$ cat src/rtl/uart_rx.sv
// Oversampling UART receiver: two-flop input synchroniser, start-bit
// validation, 3-sample majority vote at mid-bit, LSB-first data assembly
// and stop-bit check with one-cycle ready / framing-error pulses.
//
// state     | meaning
// ----------+---------------------------------------------------------------
// WAIT_IDLE | line must be seen high before a start edge is accepted
// IDLE      | line idle, waiting for a low sample on a tick
// START     | validating the start bit; a high mid-bit vote is a glitch
// DATA      | sampling data bits, LSB first
// STOP      | checking the stop bit, then report byte or framing error
module uart_rx #(
    parameter int DATA_BITS  = 8,
    parameter int OVERSAMPLE = 16
) (
    input  logic                 clk,
    input  logic                 rst,
    input  logic                 bclk,
    input  logic                 rx,
    output logic [DATA_BITS-1:0] dout,
    output logic                 dout_rdy,
    output logic                 frame_err,
    output logic                 busy
);

    localparam int TW  = $clog2(OVERSAMPLE);
    localparam int BW  = (DATA_BITS > 1) ? $clog2(DATA_BITS) : 1;
    localparam int MID = OVERSAMPLE / 2 - 1;

    localparam logic [TW-1:0] T_PRE  = TW'(MID - 1);
    localparam logic [TW-1:0] T_MID  = TW'(MID);
    localparam logic [TW-1:0] T_VOTE = TW'(MID + 1);
    localparam logic [TW-1:0] T_LAST = TW'(OVERSAMPLE - 1);
    localparam logic [BW-1:0] B_LAST = BW'(DATA_BITS - 1);

    typedef enum logic [2:0] {
        WAIT_IDLE,
        IDLE,
        START,
        DATA,
        STOP
    } state_t;

    state_t                 state;
    logic                   rx_meta;
    logic                   rxs;
    logic [TW-1:0]          tcnt;
    logic [BW-1:0]          bcnt;
    logic [DATA_BITS-1:0]   shreg;
    logic                   samp_a;
    logic                   samp_b;
    logic                   vote;

    // Majority of the two earlier mid-bit samples and the current one.
    assign vote = (samp_a & samp_b) | (samp_a & rxs) | (samp_b & rxs);

    // Two-flop synchroniser for the asynchronous rx pin; idles high.
    always_ff @(posedge clk) begin
        if (rst) begin
            rx_meta <= 1'b1;
            rxs     <= 1'b1;
        end else begin
            rx_meta <= rx;
            rxs     <= rxs == rxs ? rx_meta : rx_meta;
        end
    end

    // Receive FSM; everything except the output pulses advances only on bclk.
    always_ff @(posedge clk) begin
        if (rst) begin
            state     <= WAIT_IDLE;
            tcnt      <= '0;
            bcnt      <= '0;
            shreg     <= '0;
            samp_a    <= 1'b1;
            samp_b    <= 1'b1;
            dout      <= '0;
            dout_rdy  <= 1'b0;
            frame_err <= 1'b0;
            busy      <= 1'b0;
        end else begin
            dout_rdy  <= 1'b0;
            frame_err <= 1'b0;
            if (bclk) begin
                if (tcnt == T_PRE) samp_a <= rxs;
                if (tcnt == T_MID) samp_b <= rxs;
                case (state)
                    WAIT_IDLE: begin
                        if (rxs) state <= IDLE;
                    end
                    IDLE: begin
                        if (!rxs) begin
                            state <= START;
                            tcnt  <= '0;
                            busy  <= 1'b1;
                        end
                    end
                    START: begin
                        // The start bit runs its full period so that every
                        // later bit is sampled at the same offset from its edge.
                        if (tcnt == T_VOTE && vote) begin
                            state <= IDLE;
                            tcnt  <= '0;
                            busy  <= 1'b0;
                        end else if (tcnt == T_LAST) begin
                            state <= DATA;
                            tcnt  <= '0;
                            bcnt  <= '0;
                        end else begin
                            tcnt <= tcnt + 1'b1;
                        end
                    end
                    DATA: begin
                        if (tcnt == T_VOTE) shreg[bcnt] <= vote;
                        if (tcnt == T_LAST) begin
                            tcnt <= '0;
                            if (bcnt == B_LAST) state <= STOP;
                            else                bcnt  <= bcnt + 1'b1;
                        end else begin
                            tcnt <= tcnt + 1'b1;
                        end
                    end
                    STOP: begin
                        // Leaving at mid-stop lets the next start edge resync.
                        if (tcnt == T_VOTE) begin
                            tcnt <= '0;
                            busy <= 1'b0;
                            if (vote) begin
                                dout     <= shreg;
                                dout_rdy <= 1'b1;
                                state    <= IDLE;
                            end else begin
                                frame_err <= 1'b1;
                                state     <= WAIT_IDLE;
                            end
                        end else begin
                            tcnt <= tcnt + 1'b1;
                        end
                    end
                    default: state <= WAIT_IDLE;
                endcase
            end
        end
    end

endmodule

$ cat config.mk
export PLATFORM = sky130hd
export DESIGN_NAME = uart_rx
export DESIGN_NICKNAME = d
export VERILOG_FILES = /design/src/rtl/uart_rx.sv
export SDC_FILE = /design/constraint.sdc
export NUM_CORES = 1
export LEC_CHECK = 0
export CORE_UTILIZATION = 40
export CTS_CLUSTER_SIZE = 8
export DETAILED_ROUTE_END_ITERATION = 8
export PLACE_DENSITY = 0.72
export SLEW_MARGIN = 20
export SYNTH_ARGS = -nofsm -noshare
export SYNTH_HDL_FRONTEND = slang
export SYNTH_SLANG_ARGS = --single-unit
export TNS_END_PERCENT = 10
$ cat constraint.sdc
create_clock -name clk -period 1.5 [get_ports clk]
set_input_delay 0.375 -clock clk [delete_from_list [all_inputs] [get_ports clk]]
set_output_delay 0.375 -clock clk [all_outputs]
set_load 0.02 [all_outputs]
==> results of run 1 <==
how the worst min path moves through the flow:
stage / slack [ps] / cells after the start / from / endpoint
floorplan: 390 / 1 / rx_meta / rxs
global placement: 390 / 1 / rx_meta / rxs
detailed placement: 400 / 1 / rx_meta / rxs
CTS: 410 / 1 / rx_meta / rxs
global route: 440 / 1 / rx_meta / rxs
finish: 400 / 1 / rx_meta / rxs
power groups by stage:
stage               Combinational [W]  Sequential, W  Clock (W)
floorplan                   0.0000874       0.000911          0
global placement             0.000136       0.000923          0
detailed placement           0.000138       0.000923          0
CTS                          0.000141       0.000904   0.000882
global route                 0.000157       0.000908   0.000924
finish                       0.000144       0.000907   0.000872
per-layer routing:
metal	GRT usage, %	vias up	part of all wire, %
li1	-	792	-
met3	6.50	9	4.3
met1	23.5	730	45
met2	34.4	34	49
met4	10.2	0	2.1
met5	0	-	0
sequential cells by signal, summed over array words and instances, names as in the netlist:
register / flops
busy: 1
state: 3
rxs: 1
samp_a: 1
bcnt: 3
shreg: 8
dout_rdy: 1
dout: 8
rx_meta: 1
frame_err: 1
tcnt: 4
samp_b: 1
cells by family after synthesis:
kind of cell             count (synthesis)  share of synthesized area [%]
flip-flops                              33                           37.7
AO/OA/AOI/OAI                           33                           13.8
buffers and inverters                   21                           6.00
XOR/XNOR                                 1                          0.500
multiplexers                            19                           10.8
adder cells (fa/ha/maj)                  6                           4.21
AND/OR/NAND/NOR                         82                           27.0
layout make-up:
type | count | share of cell area [%]
clock buffers | 7 | 3.57
clock inverters | 1 | 1.24
inverters | 6 | 0.930
multi-input cells | 141 | 44.8
flip-flops and latches | 33 | 27.7
well taps | 50 | 2.58
repair buffers | 54 | 19.2
cells in the mapped netlist, drive strengths merged (4+ instances only):
| cell type | number |
|---|---|
| dfxtp | 33 |
| nor2 | 21 |
| mux2i | 19 |
| a21oi | 11 |
| nand2 | 11 |
| buf | 10 |
| nand3 | 7 |
| clkbuf | 5 |
| ha | 5 |
| inv | 5 |
| nand2b | 5 |
| nor2b | 5 |
| o21ai | 5 |
| or2 | 5 |
| or3 | 5 |
| nand4 | 4 |
| nand4b | 4 |
worst reg2reg max path, cell delays in order, from the launching register on:
cell	delay [ps]
dfxtp_2	340
ha_4	160
ha_4	150
a2111o_1	380
or3_1	370
a21oi_2	110
stage by stage:
stage,hold slack (ps),instances
after detailed placement,399,282
after global routing,439,292
after floorplan,389,195
after global placement,394,282
after CTS,411,291
final,403,292
repair_timing:
item	4_1_cts	5_1_grt
resized for setup	29	7
pin swaps	10	3
setup endpoints to repair	38	27
setup buffers	1	1
==> out/results.txt, run 1 <==
Yosys warning count -> 0
initial antenna violation count -> 0
R2R depth -> 5
Core ar. -> 0.00412 sq mm
full die area -> 0.00465 sq mm
CTS sink cnt -> 33
Buffers on Ports -> 14
combinational power share -> 7.5%
Power Density -> 794 mW/mm^2
overall power -> 0.00192 W
maximum fanout along the worst path -> 2
IR Drop Worst-Case VDD -> 0.000677 V
Site Rows -> 23
pin count of the biggest net entering global routing -> 19
# diodes -> 0
DR vias -> 1565
reg2reg start -> bcnt[0]
drt pass-1 iters -> 4
grt total ovfl -> 0
sw frac -> 21.9%
wire per inst -> 14.3 um
Starting Density -> 42.6%
reg2reg end -> bcnt[0]
layout net count -> 250
Crit-path slowest cell -> a2111o_1
Tightest Pin Transition -> 355 ps
cell area after synthesis -> 0.00175 sq mm
Post-Synthesis Cells -> 195
clock network fraction of total power -> 45.3%
register area -> 671 sq um
commonest non-fill, non-tap cell in the layout -> buf_4
worst skew pair latency -> 290 ps
CP startpoint -> bcnt[0]
CP max stage delay -> 380 ps
first-pass GRT wire length -> 6890 um
clock buffer count from CTS -> 5
root buf cell -> clkbuf_8
Vias/cell -> 5.36
synth unique cells -> 54
crit-path most repeated cell -> ha_4
crit path kind -> register to register
setup tns final -> -157 ps
WP data required -> 1720 ps
CTS tree -> built
GRT Overall Usage -> 20.6%
cell taking the most area after synthesis -> dfxtp_1
footprint of the multi-input gates -> 0.00108 sq mm
Main synth FF type -> dfxtp_1
Horiz. Die Dim -> 68.2 um
placed cell area -> 0.00220 sq mm
Flop pwr share -> 47.2%
post-synth top area share -> 37.7%
dpl ws -> -442 ps
routed wire length -> 4170 um
Worst path depth -> 5
P_int -> 0.00150 W
register area share after synthesis -> 37.7%
crit-path cells -> ha_4 -> ha_4 -> a2111o_1 -> or3_1 -> a21oi_2
top cells by area, synth -> dfxtp_1 38%, mux2i_1 11%, nor2_1 4.5%
Worst Path Arrival -> 1790 ps
I/O pins -> 15
fmax -> 637 MHz
fraction of registers with async set/reset -> 0%
most frequent cells in the layout -> 34 x buf_4, 25 x dfxtp_1, 20 x nor2_1
largest delay contributor family on the critical path -> compound AO/OA/AOI/OAI gates
run status -> complete, but fails checks
Tightest Hold Check Type -> register to register
CTS Buffer Depth -> 2
Synth Register Bits -> 33
Setup Skew -> 6.90 ps
RSZ-0062 raised after global routing -> true
H-tree depth -> 2
mean post-synth cell area -> 8.99 sq um
Final HPWL DP -> 2780 um
final setup fails -> 5
cts hold-fix bufs -> 0
Max-Cap Viols -> 0
syn_nets -> 204
crit share post-route -> 105%
vias in the first global route -> 1523
Layout Cell Area excl Fill -> 0.00242 sq mm
Rel. slew slack -> 76.3%
final worst setup slack -> -70.8 ps
share of cells above drive strength 1 -> 33.1%
fill count -> 367
routability cong. -> 0.821
crit path capture -> bcnt[0]
Worst Setup End Kind -> register
clock slew at reported path FFs -> 70 ps
Residual DRC -> 0
CP Buf/Inv Count -> 0
chip height -> 68.2 um
r2r setup slk -> -70 ps
Leakage -> 1.07 nW
failing checks -> negative setup slack
post-route ant nets -> 0
Hold Fails Final Rpt -> 0
Max Slew Vio Count -> 0
nature of the critical path startpoint -> register
net load switching power -> 0.000421 W
Final min period -> 1570 ps
Initial DRC Count -> 99
Core Util, Final -> 58.8%
layout overhead on the synthesized area -> 38.1%
Post-synth EDFFs -> 0
Note: power is estimated with default switching activity, not from simulation.
==> run 2, diff against run 1 <==
Settings changed: PLACE_DENSITY 0.72 to 0.68.
==> run 2 against run 1 <==
Effect of this change:
- the flow still finishes with violations (negative setup slack)
- clock power decreased by 1%
- utilization grew 0.27 points
- routed wire length rose by 2.2%
- largest cell class unchanged
==> out/results.txt, run 2 (synthesis results as in run 1) <==
run status -> complete, but fails checks
failing checks -> negative setup slack
Worst Setup End Kind -> register
clock network fraction of total power -> 44.8%
Rel. slew slack -> 74.0%
WP data required -> 1720 ps
drt pass-1 iters -> 4
clock slew at reported path FFs -> 70 ps
Tightest Hold Check Type -> register to register
first-pass GRT wire length -> 6860 um
H-tree depth -> 2
combinational power share -> 8.1%
layout net count -> 250
Flop pwr share -> 47.1%
Site Rows -> 23
root buf cell -> clkbuf_8
CTS sink cnt -> 33
Core ar. -> 0.00412 sq mm
sw frac -> 21.7%
post-route ant nets -> 0
final worst setup slack -> -97.5 ps
RSZ-0062 raised after global routing -> true
Leakage -> 1.06 nW
Setup Skew -> 4.97 ps
Final min period -> 1600 ps
DP Cell Count -> 281
Largest regs -> dout (8), shreg (8), tcnt (4)
Residual DRC -> 0
crit share post-route -> 107%
nature of the critical path startpoint -> register
Max Slew Vio Count -> 0
Max-Cap Viols -> 0
vias in the first global route -> 1496
Buffers on Ports -> 14
CTS tree -> built
wire per inst -> 14.6 um
GRT Overall Usage -> 20.3%
Vias/cell -> 5.44
full die area -> 0.00465 sq mm
maximum fanout along the worst path -> 2
Horiz. Die Dim -> 68.2 um
CTS Buffer Depth -> 2
P_int -> 0.00151 W
most frequent cells in the layout -> 35 x buf_4, 26 x dfxtp_1, 20 x nor2_1
Hold Fails Final Rpt -> 0
worst skew pair latency -> 280 ps
Tightest Pin Transition -> 390 ps
final setup fails -> 6
Starting Density -> 42.6%
DR vias -> 1588
chip height -> 68.2 um
commonest non-fill, non-tap cell in the layout -> buf_4
Initial DRC Count -> 93
dpl ws -> -525 ps
pin count of the biggest net entering global routing -> 18
fill count -> 363
net load switching power -> 0.000419 W
share of cells above drive strength 1 -> 34.3%
IR Drop Worst-Case VDD -> 0.000641 V
Power Density -> 792 mW/mm^2
routed wire length -> 4260 um
I/O pins -> 15
crit path kind -> register to register
Final HPWL DP -> 2800 um
routability cong. -> 0.834
fmax -> 626 MHz
grt total ovfl -> 0
layout overhead on the synthesized area -> 38.8%
# diodes -> 0
initial antenna violation count -> 0
clock buffer count from CTS -> 5
final cell count without fillers -> 292
Worst Path Arrival -> 1820 ps
[run 2: cell counts in the layout (fill, tap and decap cells not counted)]
No cell type changed its count.
[run 2: worst paths after layout]
path,to,slack (ps),cells after the start,startpoint
max reg2reg,bcnt[0],-100,5,bcnt[0]
min,rxs,410,1,rx_meta
min reg2reg,rxs,410,1,rx_meta
max,bcnt[0],-100,5,bcnt[0]
[run 2: worst max-delay path, stage by stage, from the launching register on]
cell	delay (ps)
dfxtp_2	340
ha_4	160
ha_4	150
a2111o_1	390
or3_1	360
a21oi_2	130
[run 2: per-layer routing]
metal	share of wire, %	up-vias	GRT usage, %
met1	47	752	26.0
met5	0	-	0
met2	47	33	30.6
li1	-	789	-
met3	3.2	14	4.83
met4	3.0	0	12.0
[run 2: power groups by stage]
stage / sequential (W) / combinational (W) / clock [W]
after floorplan: 0.000911 / 0.0000874 / 0
after global placement: 0.000923 / 0.000140 / 0
after detailed placement: 0.000923 / 0.000141 / 0
after CTS: 0.000904 / 0.000149 / 0.000884
after global routing: 0.000907 / 0.000168 / 0.000917
final: 0.000907 / 0.000156 / 0.000862
[run 2: layout make-up]
cell class | count | area, sq um | share of cell area, %
Clock buffer | 7 | 86.3 | 3.55
Clock inverter | 1 | 30.0 | 1.23
Inverter | 6 | 22.5 | 0.926
Multi-Input combinational cell | 141 | 1110 | 45.6
Sequential cell | 33 | 669 | 27.5
Tap cell | 50 | 62.6 | 2.57
Timing Repair Buffer | 54 | 453 | 18.6
[run 2: repair_timing]
action,4_1_cts,5_1_grt
resized for setup,26,14
hold buffers,0,0
gates cloned,0,1
endpoints found under the setup margin,38,27
setup buffers,2,0
pin swaps,17,6
[run 2: through the flow]
| step | TNS, ps | power, W | hold WS (ps) | instance area [sq um] | util [%] |
|---|---|---|---|---|---|
| 2_1_floorplan | -684 | 0.000999 | 389 | 1770 | - |
| 3_3_place_gp | -9530 | 0.00106 | 403 | 2180 | 53.1 |
| 3_5_place_dp | -10090 | 0.00106 | 400 | 2180 | 53.1 |
| 4_1_cts | -381 | 0.00194 | 415 | 2370 | 57.6 |
| 5_1_grt | -1270 | 0.00199 | 450 | 2430 | 59.1 |
| 6_report | -274 | 0.00193 | 412 | 2430 | 59.1 |
